--- src/rtl/oam_dma_ctrl_pkg.sv ---
// oam_dma_ctrl_pkg: shared DMA state type and bus address constants
package oam_dma_ctrl_pkg;
  typedef enum logic [2:0] {IDLE, HALT, ALIGN, READ, WRITE} dma_state_t;
  localparam logic [15:0] OAMDMA_ADDR = 16'h4014;
  localparam logic [15:0] OAMDATA_ADDR = 16'h2004;
endpackage

--- src/rtl/oam_dma_ctrl.sv ---
// oam_dma_ctrl: sprite DMA sequencer copying a 256-byte page to the OAM data port
module oam_dma_ctrl #(
  parameter logic [15:0] OAMDMA_ADDR = oam_dma_ctrl_pkg::OAMDMA_ADDR,
  parameter logic [15:0] OAMDATA_ADDR = oam_dma_ctrl_pkg::OAMDATA_ADDR
) (
  input  logic        clock,
  input  logic        reset,
  input  logic        clock_en,
  input  logic [15:0] cpu_addr,
  input  logic [7:0]  cpu_w_data,
  input  logic        cpu_r_en,
  input  logic [7:0]  mem_r_data,
  output logic [15:0] dma_addr,
  output logic [7:0]  dma_w_data,
  output logic        dma_r_en,
  output logic        bus_grant,
  output logic        cpu_halt
);
  import oam_dma_ctrl_pkg::*;
  dma_state_t state, state_nxt;
  logic [7:0] page, index;
  logic parity, trigger;
  assign trigger = cpu_addr == OAMDMA_ADDR && !cpu_r_en;
  always_ff @(posedge clock)
    if (reset) begin
      state <= IDLE;
      page <= '0;
      index <= '0;
      parity <= 1'b0;
    end else if (clock_en) begin
      state <= state_nxt;
      parity <= ~parity;
      if (state == IDLE && trigger) begin
        page <= cpu_w_data;
        index <= 8'h00;
      end
      if (state == WRITE) index <= index + 8'd1;
    end
  always_comb begin
    state_nxt = state == IDLE  ? (trigger ? HALT : IDLE) :
                state == HALT  ? (parity ? READ : ALIGN) :
                state == ALIGN ? READ :
                state == READ  ? WRITE :
                index == 8'hFF ? IDLE : READ;
    bus_grant = state != IDLE;
    cpu_halt = state != IDLE;
    dma_r_en = state != WRITE;
    dma_addr = state == IDLE  ? 16'h0000 :
               state == WRITE ? OAMDATA_ADDR :
               state == READ  ? {page, index} : {page, 8'h00};
    dma_w_data = state == WRITE ? mem_r_data : 8'h00;
  end
endmodule

--- config.mk ---
export PLATFORM = sky130hd
export DESIGN_NAME = oam_dma_ctrl
export DESIGN_NICKNAME = d
export VERILOG_FILES = /design/src/rtl/oam_dma_ctrl_pkg.sv /design/src/rtl/oam_dma_ctrl.sv
export SDC_FILE = /design/constraint.sdc
export NUM_CORES = 1
export LEC_CHECK = 0
export BUFFER_PORTS_ARGS = -buffer_cell sky130_fd_sc_hd__buf_4
export CAP_MARGIN = 0
export CORE_MARGIN = 10
export CORE_UTILIZATION = 41
export CTS_BUF_LIST = sky130_fd_sc_hd__clkbuf_8 sky130_fd_sc_hd__clkbuf_16
export CTS_CLUSTER_SIZE = 40
export DETAILED_ROUTE_END_ITERATION = 12
export GPL_ROUTABILITY_DRIVEN = 1
export HOLD_SLACK_MARGIN = 0.08
export PLACE_DENSITY = 0.86
export SETUP_SLACK_MARGIN = 0.05
export SKIP_LAST_GASP = 1
export SYNTH_ARGS = -nofsm -noshare
export SYNTH_HDL_FRONTEND = slang
export SYNTH_SLANG_ARGS = --single-unit
--- constraint.sdc ---
create_clock -name clock -period 1.29 [get_ports clock]
set_input_delay 0 -clock clock [delete_from_list [all_inputs] [get_ports clock]]
set_output_delay 0 -clock clock [all_outputs]
set_load 0.005 [all_outputs]
== Word-level counts from Yosys, hierarchy flattened ==
Index checks and enable logic that the tools add are counted.

* Bits in registers: 20
* Bits in latches: 0
* Memory bits (writable): 0
* ROM bits: 0
* Bits of input ports: 36
* Memories kept: 0

* $add $sub $neg: 1
* Multipliers: 0
* Divide/modulo/power cells: 0
* $lt $le $gt $ge: 0
* Equality and inequality tests: 7
* Shifts and indexed selects: 0
* Muxes and demuxes: 13
* Bitwise logic cells: 1
* Reductions and logical operators: 8

{| class="wikitable"
|+ Operator list
! cell !! count
|-
| $mux 16 || 2
|-
| $mux 8 || 4
|-
| $eq 16x15->1 const B || 1
|-
| $mux 3 || 4
|-
| $add 8x1->8 const B || 1
|-
| $eq 8x8->1 const B || 1
|-
| $eq 3x2->1 const B || 2
|-
| $reduce_and 2->1 || 2
|-
| $eq 3x1->1 const B || 1
|-
| $eq 3x3->1 const B || 1
|-
| $logic_not 3->1 || 1
|-
| $ne 3x3->1 const B || 1
|-
| $reduce_bool 3->1 || 1
|-
| $logic_and 1x1->1 || 2
|-
| $mux 1 || 2
|-
| $mux 2 || 1
|-
| $reduce_bool 2->1 || 1
|-
| $logic_not 1->1 || 1
|-
| $not 1->1 || 1
|}

== Logic depth before layout (Yosys ltp) ==
Gate-level depths: netlist of the first run.

* Word-level depth: 6
* Gate-level depth with buffers: 5
* Mapped depth without buffers: 5

== Worst setup path after synthesis of the first run ==
No wires, ideal clock.

* Path type: reg-to-reg
* Start: reg index[2]
* End: reg index[5]
* Library setup time: 67 ps
* Arrival: 1237 ps
* Required time: 1223 ps
* Setup slack: -15 ps
* Stages on the path, launching flop included: 5
* Clock period less this slack: 1305 ps
* Cell sequence: dfxtp_1 > nand3_2 > or4b_1 > a21o_1 > a21oi_2

* Longest elaborated chain between the ends: 2

{| class="wikitable"
|+ RTL lines
! what !! RTL line !! RTL
|-
| start, declared || oam_dma_ctrl.sv:21 || <nowiki>logic [7:0] page, index;</nowiki>
|-
| start signal, assigned || oam_dma_ctrl.sv:37 || <nowiki>if (state == WRITE) index <= index + 8'd1;</nowiki>
|-
| $add 8x1->8 || oam_dma_ctrl.sv:37 ||
|-
| $mux 8 || oam_dma_ctrl.sv:37 ||
|}

Every way passes these cells.
A chain may end at the register's enable or synchronous reset.

== Worst setup path in the final report of the first run ==
* Start: reg state[2]
* End: out dma_addr[0]

* Longest elaborated chain between the ends: 4
* Elaborated cells on any way between the ends: 6
* Those cells by class: 2 x eq/ne; 3 x mux; 1 x reduce/logical

{| class="wikitable"
|+ RTL lines
! what !! RTL line !! RTL
|-
| start, declared || oam_dma_ctrl.sv:20 || <nowiki>dma_state_t state, state_nxt;</nowiki>
|-
| start signal, assigned || oam_dma_ctrl.sv:31 || <nowiki>state <= state_nxt;</nowiki>
|-
| $eq 3x2->1 || oam_dma_ctrl.sv:50 || <nowiki>state == READ ? {page, index} : {page, 8'h00};</nowiki>
|-
| $mux 8 || oam_dma_ctrl.sv:50 ||
|-
| $mux 16 || oam_dma_ctrl.sv:49 || <nowiki>state == WRITE ? OAMDATA_ADDR :</nowiki>
|-
| $mux 16 * || oam_dma_ctrl.sv:48 || <nowiki>dma_addr = state == IDLE ? 16'h0000 :</nowiki>
|-
| end, declared || oam_dma_ctrl.sv:13 || <nowiki>output logic [15:0] dma_addr,</nowiki>
|}

Every way passes the cells marked *; elsewhere a longest branch is shown, timed or not.

==> impl_results.md, run 1 <==
- Fillers: ~160
- Failing checks: setup timing
- CP arrival: between 1000 and 1500 ps
- Fin Hold WS: about 210 ps
- R2r endpoint: index[5]$_SDFFE_PP0P_
- PnR worst setup slack: -12.0 ps
- Initial antenna violation count: 0
- Worst R2R Start: index[1]$_SDFFE_PP0P_
- Final setup viols: 7
- Largest stage delay on the critical path: around 370 ps
- Crit share post-route: 1.01
- Vias per cell: between 5 and 6
- Initial detailed-routing violation count: 180
- Syn avg cell area: between 7 and 8 µm²
- Hold depth: 4
- Clock-pin slew on the worst setup and hold paths: 80 ps
- FF-to-FF path depth: 4
- Multi-input logic area: ~930 µm²
- Via count: approximately 1600
- Crit path top cell by count: buf_6
- HP Start: clock_en
- Synth warnings: 0
- Critical path's slowest cell: dfxtp_4
- Cell area after synthesis: ~1200 µm²
- Peak Freq: 768 MHz
- ANT nets after route: 0
- Max-cap violations: 0
- HPWL Detailed: about 3300 µm
- Die Ht: about 75 µm
- FF+latch count, synth: 20
- Die W: around 75 µm
- Ant. Diodes: 0
- Crit start category: register
- Total Die Area: 5650 µm²
- Post-route DRC: 0
- Seq/Total Area, Yosys: 0.321
- Setup tns final: -69.8 ps
- Largest net degree at the start of global routing: 25
- Layout Nets: 286
- Sequential standard cell area: approximately 430 µm²
- Outcome: finished, violations left
- Num rows: 19
- Synth top area share: 0.321
- Routed len/inst: 18.8 µm
- Pleak: 0.979 nW
- Synth Net Count: 194
- Crit path cell chain: buf_6 > and3b_2 > and2_4 > buf_6
- Worst Clk Skew: approximately 2.6 ps
- Relative slew slack: 0.807
- Worst Hold Path EP: parity$_SDFFE_PP0P_
- TritonCTS Buffers: 3
- Finished Core Util: 0.809
- Area grow syn2layout: 83.6%
- Clk sink count: 20
- PortBufs: 62
- Power per Cell Area: 624 nW/µm²
- Hold Fails Final Rpt: 0
- Initial core utilization: 0.441
- Share of cells above drive strength 1: 0.536
- IO Count: 63
- CTS tree: done
- Drt total wl: ~5200 µm
- Placer Congestion: around 0.85
- # H-tree levels: 1
- Clock Path Buffers: 2
- Synth area leaders: dfxtp_1, a21oi_1, nand3_1, and3_1, nor2b_1
- Grt ovf: 0
- CP Capture Type: output pin
- Clk Latency, worst-skew pair: between 200 and 300 ps
- Leading cell type in the layout, fill and taps excluded: buf_4
- Slew Viols, Final: 0
- Tmin final: approximately 1300 ps
- Worst-Margin Slew: 286 ps
- Peak supply drop: 497 µV
- First-pass GRT wire length: about 7800 µm
- Worst Path Required: 1290 ps
- Commonest non-fill, non-tap cells in the layout: buf_4, buf_6, a21oi_1
- Worst R2R Setup Slack: -10 ps
- Post-Syn Instances: roughly 160
- RSZ-0062 raised after global routing: yes
- Clock tree root buffer cell: clkbuf_8
- Vias in the first global route: 1692
- Worst hold path type: in -> reg
- Largest area contributor in the netlist: dfxtp_1
- Crit Path Class: reg -> out
- Synth cell types: 40
- Router iterations before antenna repair: 4
- Core area: 2830 µm²
- Global-route usage over all layers: 0.170
- Worst-path maximum fanout: 8
-- cells by family after synthesis --
group                    share of synthesized area
adder cells (fa/ha/maj)                     0.0100
buffers and inverters                       0.0431
flip-flops                                   0.321
AND/OR/NAND/NOR                              0.397
AO/OA/AOI/OAI                                0.199
XOR/XNOR                                    0.0140
multiplexers                                0.0160
-- how the worst max path moves through the flow --
stage	startpoint	end	slack [ps]	depth (start not counted)
CTS	state[2]$_SDFFE_PP0P_	dma_addr[0]	10	4
detailed placement	state[2]$_SDFFE_PP0P_	index[1]$_SDFFE_PP0P_	-140	5
global placement	state[2]$_SDFFE_PP0P_	index[1]$_SDFFE_PP0P_	20	5
floorplan	state[2]$_SDFFE_PP0P_	index[5]$_SDFFE_PP0P_	50	5
finish	state[2]$_SDFFE_PP0P_	dma_addr[0]	-10	4
global route	state[2]$_SDFFE_PP0P_	page[0]$_SDFFE_PP0P_	-60	5
-- cells in the mapped netlist, drive strengths merged --
cell    instances
nor4bb          2
and2            8
and4bb          1
and4            2
o32ai           3
a21boi          2
nand3          13
clkbuf          7
and3b           1
or2b            1
o21ai          15
nor4b           2
nand4           3
nor4            3
o21a            2
buf             5
or4b            1
a211oi          2
xnor2           1
xor2            1
nor2b           9
nor2            3
nor3b           5
a21oi          15
or3             2
and3            9
mux2i           2
nand2b          4
o211ai          2
a21o            1
ha              1
nand2           9
dfxtp          20
-- per-layer routing --
metal,vias up,GRT usage,part of all wire
li1,763,-,-
met1,769,0.191,0.39
met2,77,0.305,0.51
met3,10,0.0552,0.079
met4,0,0.0392,0.018
met5,-,0,0
-- flip-flops by register name (all words and copies together) (netlist names) --
signal  count
parity      1
index       8
page        8
state       3
-- final cells by class --
cell class | count | share of cell area
Clock buffer | 3 | 0.0180
Clock inverter | 1 | 0.0131
Multi-Input combinational cell | 126 | 0.405
Sequential cell | 20 | 0.187
Tap cell | 31 | 0.0169
Timing Repair Buffer | 98 | 0.359
-- stage by stage --
| step | setup slack [ps] | power [mW] | area [µm²] | std cells |
|---|---|---|---|---|
| after detailed placement | -136 | 0.776 | 1840 | 256 |
| after floorplan | 52.6 | 0.675 | 1250 | 157 |
| after global routing | -58.8 | 1.47 | 2290 | 279 |
| final | -12.0 | 1.43 | 2290 | 279 |
| after CTS | 13.3 | 1.43 | 2130 | 279 |
| after global placement | 20.8 | 0.773 | 1840 | 256 |
-- worst max-delay path: cells and delay by family (launching register included) --
family	cells	cell delay, ps
AND/OR/NAND/NOR	2	450
flip-flops	1	370
buffers and inverters	2	210
-- report_power, final --
part	internal (mW)	switching, mW	total (mW)
Sequential	0.605	0.00234	0.607
Clock	0.414	0.228	0.642
Combinational	0.113	0.0662	0.179
-- what timing repair did --
item / 4_1_cts / 5_1_grt
endpoints found under the hold margin: 10 / 0
pin swaps: 10 / 20
setup endpoints to repair: 38 / 38
buffers inserted: 9 / 1
gates cloned: 1 / 0
gates resized for setup: 18 / 46
hold buffers: 9 / 0
Note: power is estimated with default switching activity, not from simulation.
==> run 2, diff against run 1 <==
Settings changed: CELL_PAD_IN_SITES_DETAIL_PLACEMENT set to 1, CELL_PAD_IN_SITES_GLOBAL_PLACEMENT set to 2, CORE_UTILIZATION 41 to 21, PLACE_DENSITY 0.86 to 0.84, RECOVER_POWER set to 25.
==> run 2 against run 1 <==
Register-to-register slack barely moved; clock skew fell by 1.7 ps; hold slack lost 130 ps; total power increased by 1.8%; utilization down 38 points; sequential share of layout area down 1.9 points; the run still ends with setup timing left; setup slack about the same.
==> impl_results.md, run 2 (synthesis gave the netlist of run 1 again) <==
- R2r endpoint: index[6]$_SDFFE_PP0P_ (was index[5]$_SDFFE_PP0P_)
- Die Ht: 97.1 µm (was 75.2 µm)
- Num rows: 28 (was 19)
- CP arrival: 1470 ps (was 1300 ps)
- HPWL Detailed: 3750 µm (was 3250 µm)
- Vias in the first global route: 1784 (was 1692)
- Worst hold path type: in -> reg (unchanged)
- Crit Path Class: reg -> reg (was reg -> out)
- ANT nets after route: 0 (unchanged)
- DR WL met3: 389 µm (was 416 µm)
- Core area: 5850 µm² (was 2830 µm²)
- Worst R2R Setup Slack: -10 ps (about the same)
- Final std cells w/o fill: 338 (was 279)
- RSZ-0062 raised after global routing: yes (unchanged)
- Critical path's slowest cell: dfxtp_4 (unchanged)
- Drt total wl: 5660 µm (was 5240 µm)
- Relative slew slack: 0.734 (was 0.807)
- Via count: 1634 (was 1619)
- Crit path cell chain: buf_4 > and4_4 > nand3_2 > xor2_1 > a211oi_1 (was buf_6 > and3b_2 > and2_4 > buf_6)
- Commonest non-fill, non-tap cells in the layout: buf_4, buf_6, dlygate4sd3_1 (was buf_4, buf_6, a21oi_1)
- PortBufs: 62 (unchanged)
- Routed len/inst: 16.7 µm (was 18.8 µm)
- Initial antenna violation count: 0 (unchanged)
- Failing checks: setup timing (unchanged)
- Ant. Diodes: 0 (unchanged)
- DP Worst Slack: -61.7 ps (was -136 ps)
- Largest stage delay on the critical path: 360 ps (was 370 ps)
- Finished Core Util: 0.430 (was 0.809)
- Largest net degree at the start of global routing: 13 (was 25)
- Placer Congestion: 0.734 (was 0.855)
- Area grow syn2layout: 102% (was 83.6%)
- # H-tree levels: 1 (unchanged)
- Outcome: finished, violations left (unchanged)
- Crit share post-route: 1.01 (about the same)
- Slew Viols, Final: 0 (unchanged)
- Final setup viols: 1 (was 7)
- Clock Path Buffers: 2 (unchanged)
- Clk Latency, worst-skew pair: 260 ps (about the same)
- Peak Freq: 768 MHz (about the same)
- Met2 WL: 2820 µm (was 2690 µm)
- Router iterations before antenna repair: 4 (unchanged)
- Peak supply drop: 521 µV (was 497 µV)
- Tmin final: 1300 ps (about the same)
- Largest regs: index: 8 flops, page: 8 flops, state: 3 flops (unchanged)
- Power per Cell Area: 578 nW/µm² (was 624 nW/µm²)
- Leading cell type in the layout, fill and taps excluded: buf_4 (unchanged)
- Hold Fails Final Rpt: 0 (unchanged)
- Crit start category: register (unchanged)
- First-pass GRT wire length: 8980 µm (was 7790 µm)
- Die W: 97.1 µm (was 75.2 µm)
- Worst-path maximum fanout: 4 (was 8)
- Setup tns final: -11.9 ps (was -69.8 ps)
- Clk sink count: 20 (unchanged)
- HP Start: reset (was clock_en)
- Initial core utilization: 0.213 (was 0.441)
- IO Count: 63 (unchanged)
- Worst R2R Start: index[3]$_SDFFE_PP0P_ (was index[1]$_SDFFE_PP0P_)
- Clock-pin slew on the worst setup and hold paths: 80 ps (about the same)
- Share of cells above drive strength 1: 0.544 (was 0.536)
- Total Power: 1.45 mW (was 1.43 mW)
- Worst Hold Path EP: index[0]$_SDFFE_PP0P_ (was parity$_SDFFE_PP0P_)
- Layout Nets: 301 (was 286)
- Wl on met1: 2280 µm (was 2040 µm)
- Total Die Area: 9420 µm² (was 5650 µm²)
- Global-route usage over all layers: 0.113 (was 0.170)
- CTS tree: done (unchanged)
- Post-route DRC: 0 (unchanged)
- CP Capture Type: register (was output pin)
- Placed Cells: 304 (was 256)
- Hold depth: 3 (was 4)
- Max-cap violations: 0 (unchanged)
- Worst Path Required: 1460 ps (was 1290 ps)
- Worst Clk Skew: 0.941 ps (was 2.63 ps)
- Worst-Margin Slew: 398 ps (was 286 ps)
- Vias per cell: 4.83 (was 5.80)
- PnR worst setup slack: -11.9 ps (was -12.0 ps)
- Clock tree root buffer cell: clkbuf_8 (unchanged)
- Top Layer Used: met4 (unchanged)
- TritonCTS Buffers: 3 (unchanged)
- FF-to-FF path depth: 5 (was 4)
- Initial detailed-routing violation count: 44 (was 180)
- Pleak: 1.05 nW (was 0.979 nW)
- Grt ovf: 0 (unchanged)
==> run 2: power by group <==
group,switching [mW],leakage [nW],internal (mW)
registers,0.00202,0.167,0.609
clock network,0.236,0.0357,0.415
logic,0.0681,0.852,0.124
total,0.306,1.05,1.15
==> run 2: worst max-delay path, delay by kind of cell, from the launching register on <==
kind	cells	cell delay (ps)
DFF	1	360
and+or+nand+nor	2	320
AOI/OAI and AO/OA	1	230
xor gates and xnor gates	1	160
buffers and inverters	1	130
==> run 2: worst max path at each step <==
stage                                startpoint                     to  slack [ps]  cells after the start
after floorplan           state[2]$_SDFFE_PP0P_  index[5]$_SDFFE_PP0P_          50                      5
after global placement    state[2]$_SDFFE_PP0P_  index[5]$_SDFFE_PP0P_         -20                      5
after detailed placement  state[2]$_SDFFE_PP0P_  index[5]$_SDFFE_PP0P_         -60                      5
after CTS                 index[3]$_SDFFE_PP0P_  index[5]$_SDFFE_PP0P_         -10                      4
after global routing      state[2]$_SDFFE_PP0P_  index[6]$_SDFFE_PP0P_         -70                      5
final                     index[3]$_SDFFE_PP0P_  index[6]$_SDFFE_PP0P_         -10                      5
==> run 2: routing by layer <==
metal,vias up,GRT usage
li1,797,-
met2,49,0.198
met1,776,0.125
met3,12,0.0292
met4,0,0.0477
met5,-,0
==> run 2: cell type report <==
type	instances	area, µm²
clock inverter	1	30.0
timing repair buffer	113	977
tap	75	93.8
clock buffer	3	41.3
sequential	20	423
multi-input combinational	126	950
fill	677	3340
==> run 2: timing repair <==
action / CTS / global route
endpoints found under the setup margin: 40 / 41
gates resized for setup: 35 / 35
pin swaps: 18 / 14
endpoints found under the hold margin: 9 / 0
hold buffers: 15 / 0
buffers inserted: 9 / 4
cloned: 2 / 0
==> run 2: stage by stage <==
step                area [µm²]  hold WS [ps]
floorplan                 1250           143
global placement          1940           274
detailed placement        1940           279
CTS                       2350          82.4
global route              2510           105
finish                    2510          80.2
==> run 3, diff against run 2 <==
Settings changed: CORE_UTILIZATION 21 to 26, PLACE_DENSITY 0.84 to 0.95.
Clock period 1.29 ns to 1.5 ns, I/O delays scaled along.
==> run 3 against run 2 <==
The flow now finishes without violations; critical path type unchanged; largest cell class is now multi-input gates; sequential share of layout area grew 3.4 points; first-iteration DRC count grew 25%; global-route usage grew 0.61 points; utilization shrank 0.35 points; via count shrank 11%; sequential power shrank 12%; maximum frequency shrank 7.8%.
==> impl_results.md, run 3 (synthesis gave the netlist of run 1 again) <==
- Worst R2R Setup Slack: 90 ps (was -10 ps)
- Placer Congestion: 0.761 (was 0.734)
- Vias in the first global route: 1559 (was 1784)
- Post-route DRC: 0 (unchanged)
- CTS tree: done (unchanged)
- Largest stage delay on the critical path: 510 ps (was 360 ps)
- ANT nets after route: 0 (unchanged)
- Router iterations before antenna repair: 4 (unchanged)
- Die W: 89.3 µm (was 97.1 µm)
- Finished Core Util: 0.426 (was 0.430)
- CP Depth: 4 (was 5)
- Commonest non-fill, non-tap cells in the layout: buf_4, dfxtp_1, a21oi_1 (was buf_4, buf_6, dlygate4sd3_1)
- Final setup viols: 0 (was 1)
- Total Die Area: 7970 µm² (was 9420 µm²)
- Largest regs: index: 8 flops, page: 8 flops, state: 3 flops (unchanged)
- Peak Freq: 708 MHz (was 768 MHz)
- Crit path cell chain: nand3_2 > or4b_1 > a21o_1 > a21oi_2 (was buf_4 > and4_4 > nand3_2 > xor2_1 > a211oi_1)
- Setup tns final: 0 ps (was -11.9 ps)
- R2r endpoint: index[5]$_SDFFE_PP0P_ (was index[6]$_SDFFE_PP0P_)
- Share of cells above drive strength 1: 0.389 (was 0.544)
- PortBufs: 62 (unchanged)
- Largest net degree at the start of global routing: 25 (was 13)
- Grt ovf: 0 (unchanged)
- Hold Fails Final Rpt: 0 (unchanged)
- WP buf/inv: 0 (was 1)
- Clock tree root buffer cell: clkbuf_8 (unchanged)
- Critical path's slowest cell: or4b_1 (was dfxtp_4)
- Global-route usage over all layers: 0.119 (was 0.113)
- Clk sink count: 20 (unchanged)
- Via count: 1452 (was 1634)
- Worst Path Required: 1690 ps (was 1460 ps)
- Leading cell type in the layout, fill and taps excluded: buf_4 (unchanged)
- Clk Latency, worst-skew pair: 250 ps (was 260 ps)
- Initial core utilization: 0.266 (was 0.213)
- Fillers: 560 (was 677)
- First-pass GRT wire length: 7650 µm (was 8980 µm)
- # H-tree levels: 1 (unchanged)
- TritonCTS Buffers: 3 (unchanged)
- Peak supply drop: 286 µV (was 521 µV)
- FF-to-FF path depth: 4 (was 5)
- Final std cells w/o fill: 288 (was 338)
- Power per Cell Area: 511 nW/µm² (was 578 nW/µm²)
- Routed len/inst: 16.3 µm (was 16.7 µm)
- Outcome: complete, no violations (was finished, violations left)
- Drt total wl: 4690 µm (was 5660 µm)
- Layout Nets: 273 (was 301)
- Crit share post-route: 0.942 (was 1.01)
- Max-cap violations: 0 (unchanged)
- Initial detailed-routing violation count: 55 (was 44)
- Fin Hold WS: 218 ps (was 80.2 ps)
- Worst hold path type: in -> reg (unchanged)
- Crit Path Class: reg -> reg (unchanged)
- Placed Cells: 273 (was 304)
- Vias per cell: 5.04 (was 4.83)
- Crit start category: register (unchanged)
- CP startpoint: index[2]$_SDFFE_PP0P_ (was index[3]$_SDFFE_PP0P_)
- Core area: 4690 µm² (was 5850 µm²)
- Worst R2R Start: index[2]$_SDFFE_PP0P_ (was index[3]$_SDFFE_PP0P_)
- Ant. Diodes: 0 (unchanged)
- Num rows: 25 (was 28)
- Initial antenna violation count: 0 (unchanged)
- Pleak: 0.849 nW (was 1.05 nW)
- Worst Clk Skew: 0.790 ps (was 0.941 ps)
- Clock Path Buffers: 2 (unchanged)
- Area grow syn2layout: 60.4% (was 102%)
- CP arrival: 1600 ps (was 1470 ps)
- Tmin final: 1410 ps (was 1300 ps)
- Critical path capture point: index[5]$_SDFFE_PP0P_ (was index[6]$_SDFFE_PP0P_)
- Design area: 2000 µm² (was 2510 µm²)
- Clock-pin slew on the worst setup and hold paths: 70 ps (was 80 ps)
- Relative slew slack: 0.680 (was 0.734)
- Worst-Margin Slew: 480 ps (was 398 ps)
- IO Count: 63 (unchanged)
- Slew Viols, Final: 0 (unchanged)
- Family with the most delay on the worst path: simple AND/OR/NAND/NOR gates (was flip-flops)
- CP Capture Type: register (unchanged)
- Die Ht: 89.3 µm (was 97.1 µm)
- Post-DP Area: 1830 µm² (was 1940 µm²)
- Worst-path maximum fanout: 5 (was 4)
- HPWL Detailed: 3540 µm (was 3750 µm)
-- run 3: cell count changes in the layout (fill, tap and decap cells not counted), moves of 3 or more --
cell           before  now
buf_6              21    1
and2_4              8    0
and2_1              0    7
dlygate4sd3_1      15    9
o21ai_0             5   11
buf_4              76   71
dfxtp_4             5    0
dfxtp_1            12   16
nand3_1             8   12
o21ai_1             8    4
nor3b_1             2    5
nor3b_2             3    0
-- run 3: worst min path at each step --
| stage | endpoint | startpoint | cells after the start |
|---|---|---|---|
| final | parity$_SDFFE_PP0P_ | clock_en | 4 |
| after detailed placement | page[1]$_SDFFE_PP0P_ | cpu_w_data[1] | 3 |
| after CTS | parity$_SDFFE_PP0P_ | clock_en | 4 |
| after global routing | state[1]$_SDFFE_PP0P_ | clock_en | 4 |
| after floorplan | dma_w_data[0] | mem_r_data[0] | 1 |
| after global placement | page[1]$_SDFFE_PP0P_ | cpu_w_data[1] | 3 |
-- run 3: metrics by stage --
| stage | power (mW) | worst slack [ps] |
|---|---|---|
| 2_1_floorplan | 0.581 | 195 |
| 3_3_place_gp | 0.666 | 151 |
| 3_5_place_dp | 0.666 | 36.5 |
| 4_1_cts | 1.04 | 49.8 |
| 5_1_grt | 1.08 | -6.05 |
| 6_report | 1.02 | 87.3 |
-- run 3: what timing repair did --
item                       4_1_cts  5_1_grt
hold endpoints to repair         9        0
resized for setup                2        8
setup endpoints to repair       10       21
buffers inserted                 0        3
pin swaps                        0        1
hold buffers                     9        0
-- run 3: layout make-up --
| type | count | area [µm²] | area share |
|---|---|---|---|
| flip-flops and latches | 20 | 405 | 0.203 |
| multi-input cells | 125 | 808 | 0.404 |
| repair buffers | 86 | 678 | 0.339 |
| clock buffers | 3 | 41.3 | 0.0206 |
| well taps | 54 | 67.6 | 0.0338 |
-- run 3: layer usage --
metal,vias to the layer above,GRT usage,wire length [µm]
li1,729,-,-
met1,682,0.148,2070
met2,39,0.191,2280
met3,2,0.0346,303
met4,0,0.0390,43
met5,-,0,0
-- run 3: worst reg2reg max path: stages (launching register included) --
cell and delay (ps):
dfxtp_1 430, nand3_2 100, or4b_1 510, a21o_1 180
a21oi_2 130
-- run 3: report_power, final --
group | internal, mW | switching (mW) | leakage (nW)
combinational | 0.0892 | 0.0476 | 0.664
clock | 0.179 | 0.173 | 0.0216
sequential | 0.533 | 0.00178 | 0.163
